### src/rtl/key_event_pkg.sv
// Shared types for the key event reader: per-key FSM states, the queued event record,
// and the helper that sizes the key index.
package key_event_pkg;

  // Widest key index the event record can carry (up to 8 keys).
  localparam int KEY_IDX_MAX_W = 3;

  typedef enum logic [1:0] {
    KEY_IDLE,
    KEY_PRESSED,
    KEY_HELD
  } key_state_t;

  typedef struct packed {
    logic [KEY_IDX_MAX_W-1:0] key;
    logic                     long_press;
  } key_evt_t;

  function automatic int key_idx_w(input int num_keys);
    return (num_keys <= 2) ? 1 : $clog2(num_keys);
  endfunction

endpackage

### src/rtl/key_event_fifo.sv
// Show-ahead synchronous FIFO of key events. The head entry is visible whenever the
// queue is not empty; a push into a full queue is accepted only if a pop frees a slot.
module key_event_fifo
  import key_event_pkg::*;
#(
  parameter int DEPTH = 4
) (
  input  logic     slow_clk,
  input  logic     rst,
  input  logic     push_i,
  input  key_evt_t evt_i,
  input  logic     pop_i,
  output key_evt_t evt_o,
  output logic     full_o,
  output logic     empty_o
);

  localparam int AW = $clog2(DEPTH);

  key_evt_t      mem_q [DEPTH];
  logic [AW:0]   wr_ptr_q, wr_ptr_d;
  logic [AW:0]   rd_ptr_q, rd_ptr_d;
  logic          do_push;
  logic          do_pop;

  assign empty_o = (wr_ptr_q == rd_ptr_q);
  assign full_o  = (wr_ptr_q[AW] != rd_ptr_q[AW]) &&
                   (wr_ptr_q[AW-1:0] == rd_ptr_q[AW-1:0]);

  // A pop on an empty queue is ignored; a pop frees the slot a same-edge push lands in.
  assign do_pop  = pop_i && !empty_o;
  assign do_push = push_i && (!full_o || do_pop);

  always_comb begin
    wr_ptr_d = wr_ptr_q;
    rd_ptr_d = rd_ptr_q;
    if (do_push) wr_ptr_d = wr_ptr_q + 1'b1;
    if (do_pop)  rd_ptr_d = rd_ptr_q + 1'b1;
  end

  always_ff @(posedge slow_clk or posedge rst) begin
    if (rst) begin
      wr_ptr_q <= '0;
      rd_ptr_q <= '0;
    end else begin
      wr_ptr_q <= wr_ptr_d;
      rd_ptr_q <= rd_ptr_d;
    end
  end

  always_ff @(posedge slow_clk) begin
    if (do_push) mem_q[wr_ptr_q[AW-1:0]] <= evt_i;
  end

  assign evt_o = mem_q[rd_ptr_q[AW-1:0]];

endmodule

### src/rtl/key_event_reader.sv
// Synchronizes debounced keys, classifies each press as SHORT or LONG, and queues one
// event per press for a valid/ready consumer.
module key_event_reader
  import key_event_pkg::*;
#(
  parameter  int NUM_KEYS   = 2,
  parameter  int LONG_TICKS = 8,
  parameter  int FIFO_DEPTH = 4,
  localparam int KEY_IDX_W  = key_idx_w(NUM_KEYS),
  localparam int CNT_W      = $clog2(LONG_TICKS + 1)
) (
  input  logic                 slow_clk,
  input  logic                 rst,
  input  logic [NUM_KEYS-1:0]  in_keys,
  input  logic                 in_evt_ready,
  output logic                 out_evt_valid,
  output logic [KEY_IDX_W-1:0] out_evt_key,
  output logic                 out_evt_long,
  output logic [NUM_KEYS-1:0]  out_held,
  output logic                 out_overflow
);

  logic [NUM_KEYS-1:0] sync1_q;
  logic [NUM_KEYS-1:0] sync2_q;
  logic [NUM_KEYS-1:0] key_s;

  key_state_t          state_q [NUM_KEYS];
  key_state_t          state_d [NUM_KEYS];
  logic [CNT_W-1:0]    cnt_q   [NUM_KEYS];
  logic [CNT_W-1:0]    cnt_d   [NUM_KEYS];
  logic [NUM_KEYS-1:0] raise;
  logic [NUM_KEYS-1:0] raise_long;

  logic [NUM_KEYS-1:0] pend_q, pend_d;
  logic [NUM_KEYS-1:0] pend_long_q, pend_long_d;
  logic                ovf_q, ovf_d;

  logic                 sel_vld;
  logic [KEY_IDX_W-1:0] sel_idx;
  logic                 push;
  logic                 pop;
  logic                 fifo_full;
  logic                 fifo_empty;
  key_evt_t             push_evt;
  key_evt_t             head_evt;
  logic                 head_key_unused;

  assign key_s = sync2_q;

  // Per-key press classifier; cnt counts key_s-high cycles seen while PRESSED.
  always_comb begin
    for (int k = 0; k < NUM_KEYS; k++) begin
      state_d[k]    = state_q[k];
      cnt_d[k]      = cnt_q[k];
      raise[k]      = 1'b0;
      raise_long[k] = 1'b0;
      unique case (state_q[k])
        KEY_IDLE: begin
          if (key_s[k]) begin
            state_d[k] = KEY_PRESSED;
            cnt_d[k]   = CNT_W'(1);
          end
        end
        KEY_PRESSED: begin
          if (!key_s[k]) begin
            state_d[k] = KEY_IDLE;
            raise[k]   = 1'b1;
          end else if (cnt_q[k] == CNT_W'(LONG_TICKS - 1)) begin
            state_d[k]    = KEY_HELD;
            raise[k]      = 1'b1;
            raise_long[k] = 1'b1;
          end else begin
            cnt_d[k] = cnt_q[k] + CNT_W'(1);
          end
        end
        KEY_HELD: begin
          if (!key_s[k]) state_d[k] = KEY_IDLE;
        end
        default: state_d[k] = KEY_IDLE;
      endcase
    end
  end

  // Fixed-priority arbiter: lowest-index pending key wins.
  always_comb begin
    sel_vld = 1'b0;
    sel_idx = '0;
    for (int k = NUM_KEYS - 1; k >= 0; k--) begin
      if (pend_q[k]) begin
        sel_vld = 1'b1;
        sel_idx = KEY_IDX_W'(k);
      end
    end
  end

  assign pop  = !fifo_empty && in_evt_ready;
  assign push = sel_vld && (!fifo_full || pop);

  always_comb begin
    push_evt            = '0;
    push_evt.key        = KEY_IDX_MAX_W'(sel_idx);
    push_evt.long_press = pend_long_q[sel_idx];
  end

  // A new event on a key whose previous event is still waiting replaces it and is flagged.
  always_comb begin
    pend_d      = pend_q;
    pend_long_d = pend_long_q;
    ovf_d       = ovf_q;
    if (push) pend_d[sel_idx] = 1'b0;
    for (int k = 0; k < NUM_KEYS; k++) begin
      if (raise[k]) begin
        if (pend_d[k]) ovf_d = 1'b1;
        pend_d[k]      = 1'b1;
        pend_long_d[k] = raise_long[k];
      end
    end
  end

  always_ff @(posedge slow_clk or posedge rst) begin
    if (rst) begin
      sync1_q     <= '0;
      sync2_q     <= '0;
      pend_q      <= '0;
      pend_long_q <= '0;
      ovf_q       <= 1'b0;
      for (int k = 0; k < NUM_KEYS; k++) begin
        state_q[k] <= KEY_IDLE;
        cnt_q[k]   <= '0;
      end
    end else begin
      sync1_q     <= in_keys;
      sync2_q     <= sync1_q;
      pend_q      <= pend_d;
      pend_long_q <= pend_long_d;
      ovf_q       <= ovf_d;
      for (int k = 0; k < NUM_KEYS; k++) begin
        state_q[k] <= state_d[k];
        cnt_q[k]   <= cnt_d[k];
      end
    end
  end

  key_event_fifo #(
    .DEPTH (FIFO_DEPTH)
  ) u_fifo (
    .slow_clk (slow_clk),
    .rst      (rst),
    .push_i   (push),
    .evt_i    (push_evt),
    .pop_i    (pop),
    .evt_o    (head_evt),
    .full_o   (fifo_full),
    .empty_o  (fifo_empty)
  );

  // Head fields are forced to 0 when empty so stale storage never reaches the outputs.
  assign out_evt_valid   = !fifo_empty;
  assign out_evt_key     = fifo_empty ? '0 : head_evt.key[KEY_IDX_W-1:0];
  assign out_evt_long    = !fifo_empty && head_evt.long_press;
  assign out_held        = sync2_q;
  assign out_overflow    = ovf_q;
  assign head_key_unused = ^(head_evt.key >> KEY_IDX_W);

endmodule

### config.mk
export PLATFORM = sky130hd
export DESIGN_NAME = key_event_reader
export DESIGN_NICKNAME = d
export VERILOG_FILES = /design/src/rtl/key_event_pkg.sv /design/src/rtl/key_event_fifo.sv /design/src/rtl/key_event_reader.sv
export SDC_FILE = /design/constraint.sdc
export NUM_CORES = 1
export LEC_CHECK = 0
export CAP_MARGIN = 20
export CORE_MARGIN = 3
export CORE_UTILIZATION = 38
export CTS_CLUSTER_DIAMETER = 40
export CTS_CLUSTER_SIZE = 24
export DETAILED_ROUTE_END_ITERATION = 7
export SKIP_CTS_REPAIR_TIMING = 1
export SLEW_MARGIN = 20
export SYNTH_ARGS = -nofsm -noshare
export SYNTH_HDL_FRONTEND = slang
export SYNTH_HIERARCHICAL = 1
export SYNTH_SLANG_ARGS = --single-unit
### constraint.sdc
create_clock -name slow_clk -period 3.5 [get_ports slow_clk]
set_input_delay 0.7 -clock slow_clk [delete_from_list [all_inputs] [get_ports slow_clk]]
set_output_delay 0.7 -clock slow_clk [all_outputs]
set_load 0.005 [all_outputs]
* Word level (Yosys, flattened, before mapping)
Memories as Yosys holds them, arrays and structs flattened.
Index checks and enable logic that the tools add are counted.
** Storage, ports and cells
- Register bits after elaboration :: 27
- Memories :: 1
- Output and inout bits :: 6
- RAM bits :: 8
- Logic and storage cells :: 104
** Memories
- u_fifo.mem_q :: depth 4, bits a word 2, read ports 1, clocked after Yosys merged registers in 0, write ports 1, RTL line key_event_fifo.sv:20 : key_evt_t mem_q [DEPTH];
** Cells by class
- $add $sub $neg :: 4
- Reduce and logical (&&, ||, !) cells :: 19
- Eq/ne operators :: 19
- Muxes and demuxes :: 45
- Bitwise gates (word level) :: 2
- Magnitude comparators :: 2
** Operator list (number)
- $mux 1 :: 25
- $mux 4 :: 6
- $mux 2 :: 9
- $ne 2x2->1 const B :: 8
- $pmux 4 s2 :: 2
- $pmux 2 s3 :: 2
- $add 4x1->4 const B :: 2
- $eq 4x3->1 const B :: 2
- $reduce_and 4->1 :: 2
- $logic_and 1x1->1 :: 7
- $add 3x1->3 const B :: 2
- $ne 3x3->1 const B :: 2
- $reduce_and 3->1 :: 2
- $eq 2x1->1 const B :: 2
- $eq 2x2->1 const B :: 2
- $logic_not 2->1 :: 2
- $reduce_bool 2->1 :: 2
- $eq 3x3->1 :: 1
- $and 2x2->2 :: 1
- $eq 2x2->1 :: 1
- $logic_not 1->1 :: 2
- $logic_or 1x1->1 :: 2
- $lt 1x2->1 const B :: 1
- $not 2->2 :: 1
- other kinds (3) :: 3

* Logic depth before layout (Yosys ltp)
- Depth after elaboration :: 13
- Depth in mapped cells :: 9
- Gate-level depth less buffers :: 8

* Hierarchy
Netlist, hierarchy kept.
** Modules (own cells, without submodules)
- key_event_fifo :: area each 1027.2 µm², seq. area each 630.6 µm², cells each 57, times used 1
- key_event_reader :: area each 973.4 µm², seq. area each 525.5 µm², cells each 95, times used 1

* Worst setup path after synthesis
OpenSTA, ideal clock, no wires.
- Path type :: register -> register
- Start :: register u_fifo.rd_ptr_q[0]
- End :: memory u_fifo/mem_q[0][0] (netlist name) (enable)
- Clock period less this slack :: 2.231 ns
- Path buffers :: 1
- Setup time :: 0.258 ns
- Data required time :: 3.242 ns
- Path slack :: 1.269 ns
- Data arrival time :: 1.973 ns
- Cell stages (with the launch flop) :: 7
- Cell sequence :: dfrtp_1 > buf_6 > xor2_4 > nor3_1 > nor2b_1 > or4_1 > and3_1
** On the way
- Word-level cells in the longest chain between the ends :: 8
- Elaborated cells on any way between the ends :: 13
- Classes of those cells :: 2 x eq/ne; 2 x mux; 9 x reduce/logical
** Ends and longest elaborated chain
- start: declaration :: RTL line key_event_fifo.sv:22 : logic [AW:0] rd_ptr_q, rd_ptr_d;
- start signal: assignment :: RTL line key_event_fifo.sv:47 : rd_ptr_q <= rd_ptr_d;
- $eq 3x3->1 * :: RTL line key_event_fifo.sv:26 : assign empty_o = (wr_ptr_q == rd_ptr_q);
- net fifo_empty :: RTL line key_event_reader.sv:43 : logic fifo_empty;
- $logic_not 1->1 * :: RTL line key_event_reader.sv:96 : assign pop = !fifo_empty && in_evt_ready;
- $logic_and 1x1->1 * :: RTL line key_event_reader.sv:96
- net pop :: RTL line key_event_reader.sv:41 : logic pop;
- $logic_or 1x1->1 / $logic_and 1x1->1 (equally long branches) :: RTL line key_event_reader.sv:97, key_event_fifo.sv:31
- $logic_and 1x1->1 / $logic_or 1x1->1 (equally long branches) :: RTL line key_event_reader.sv:97, key_event_fifo.sv:32
- $logic_and 1x1->1 * :: RTL line key_event_fifo.sv:32 : assign do_push = push_i && (!full_o || do_pop);
- $mux 1 * :: RTL line key_event_fifo.sv:52 : if (do_push) mem_q[wr_ptr_q[AW-1:0]] <= evt_i;
- $mux 1 (not written as such) * :: RTL line key_event_fifo.sv:52
- end: declaration :: RTL line key_event_fifo.sv:20
The timed path passes the listed nets; every way through them passes the cells marked *.

==> results_dict.tcl <==
set metrics [dict create \
    critPathTopFamily "multiplexers" \
    dr.pass1.iters 4 \
    fin_hold_ws_ns 0.353 \
    worst_path_max_delay_cell "mux4_1" \
    place_area_um2 1860 \
    nets 169 \
    clockBufferDepth 2 \
    coreArea_um2 4170 \
    cp_num_cells 3 \
    clock_latency_ns 0.28 \
    clk_pin_slew_ns 0.07 \
    critical_path.max_stage_delay_ns 0.61 \
    drv_cap 0 \
    relSlewSlack 0.466 \
    fin_crit_sh 0.791 \
    htree_levels 2 \
    worst_slack_ns 0.730 \
    grt_overflow_total 0 \
    outcome "finished, final reports clean" \
    vias 1079 \
    area_delta_synth_final_pct 13.6 \
    setup.worst_path.start_class "flip-flop" \
    num_antenna_cells 0 \
    min_period_ns 2.77 \
    timing.final.hold_violations 0 \
    grt_antenna_before_repair 0 \
    fp-row-count 23 \
    drcViolationCount 0 \
    numPlacedInstances 200 \
    start_util 0.408 \
    grt_setup_unrepaired "false" \
    path_class "reg2out" \
    hpwl_mm 2.14 \
    pre_cts_ws_ns 0.859 \
    worstHoldPathCells 0 \
    vias_per_cell 5.19 \
    ir_drop_mv 0.264 \
    avgRoutedWirePerCell_um 14.0 \
    crit_arrival_ns 2.07 \
    ys_warn_count 6 \
    synth_area_um2 1700 \
    grt_pass1_vias 1090 \
    cts_num_sinks 35 \
    fin_cells 208 \
    postRouteAntennaNets 0 \
    max_freq_mhz 361 \
    die-area_um2 5320 \
    r2r_cells 8 \
    cp.required_ns 2.80 \
    grt_max_degree 22 \
    finish.instance_area_um2 1940 \
    final_layout_size_suffix_gt1_frac 0.0759 \
    grt_use_total 0.124 \
    fin_worst_skew_ns 0.00560 \
    crit_fanout 5 \
    cp.buffers_inverters 1 \
    powerDensity_nw_per_um2 781 \
    hold_path.class "reg2reg" \
    setup-violations-final 0 \
    cp-end-kind "primary output" \
    gp_congestion 0.736 \
    num_io_pins 11 \
    cts_inserted_buffers 5 \
    synthCells 141 \
    wl_mm 2.92 \
    synth.avg_cell_area_um2 12.1 \
    crit_chain "mux4_1 -> nor2b_1 -> clkdlybuf4s50_1" \
    die_h_um 73.0 \
    cts_root_buffer "clkbuf_8" \
    leakage_nw 0.824 \
    finalMaxSlewViolations 0 \
    cts_tree "yes" \
    grt_pass1_wl_mm 5.06 \
    syn_nets 153 \
    fp.dieW_um 73.0 \
    worstMarginPinSlew_ns 0.801 \
    setup_tns_ns 0 \
    port_buffers 10 \
    drt_iter0_drc 40 \
    rrSetupSlack_ns 1.02 \
]
## final cells by class
| type | instances | area [um^2] |
|---|---|---|
| timing repair buffer | 10 | 100 |
| clock buffer | 6 | 72.6 |
| inverter | 6 | 22.5 |
| multi-input combinational | 99 | 754 |
| fill | 373 | 2240 |
| sequential | 35 | 916 |
| tap | 50 | 62.6 |
| clock inverter | 2 | 7.51 |
## placed cells by master, fill, tap and decap left out, types with 6 or more instances in the layout
cell / n
a21oi_1: 12
clkdlybuf4s50_1: 10
dfrtp_1: 27
inv_1: 6
nor2_1: 8
nand3_1: 11
nor2b_1: 9
edfxtp_1: 8
ha_1: 7
## state kept, by name (all words and copies together), names as in the netlist
name / cells
cnt_q: 8
out_held: 2
out_overflow: 1
pend_long_q: 2
pend_q: 2
state_q: 4
sync1_q: 2
u_fifo/mem_q: 8
u_fifo/rd_ptr_q: 3
u_fifo/wr_ptr_q: 3
## final timing paths
kind / from / end
setup / recovery: u_fifo/rd_ptr_q[0] / out_evt_key
hold / removal: sync1_q[0] / out_held[0]
setup reg to reg: u_fifo/rd_ptr_q[1] / u_fifo/mem_q[3][0]
hold reg to reg: sync1_q[0] / out_held[0]
max in group asynchronous: rst / cnt_q[4]
min in group asynchronous: rst / u_fifo/rd_ptr_q[1]
## per-stage QoR
stage	power [mW]	utilization
global placement	1.22	0.445
floorplan	1.08	-
CTS	1.54	0.464
global route	1.63	0.464
detailed placement	1.26	0.445
finish	1.51	0.464
## power by group
group,internal [mW],total (mW),switching [mW]
Combinational,0.294,0.570,0.276
Clock,0.135,0.268,0.132
Sequential,0.541,0.675,0.134
## layer usage
metal  GRT usage  share of wire
met5           0              0
met2       0.199           0.46
met4      0.0430          0.014
met3      0.0399          0.039
met1       0.158           0.49
(Power assumes the default switching activity.)
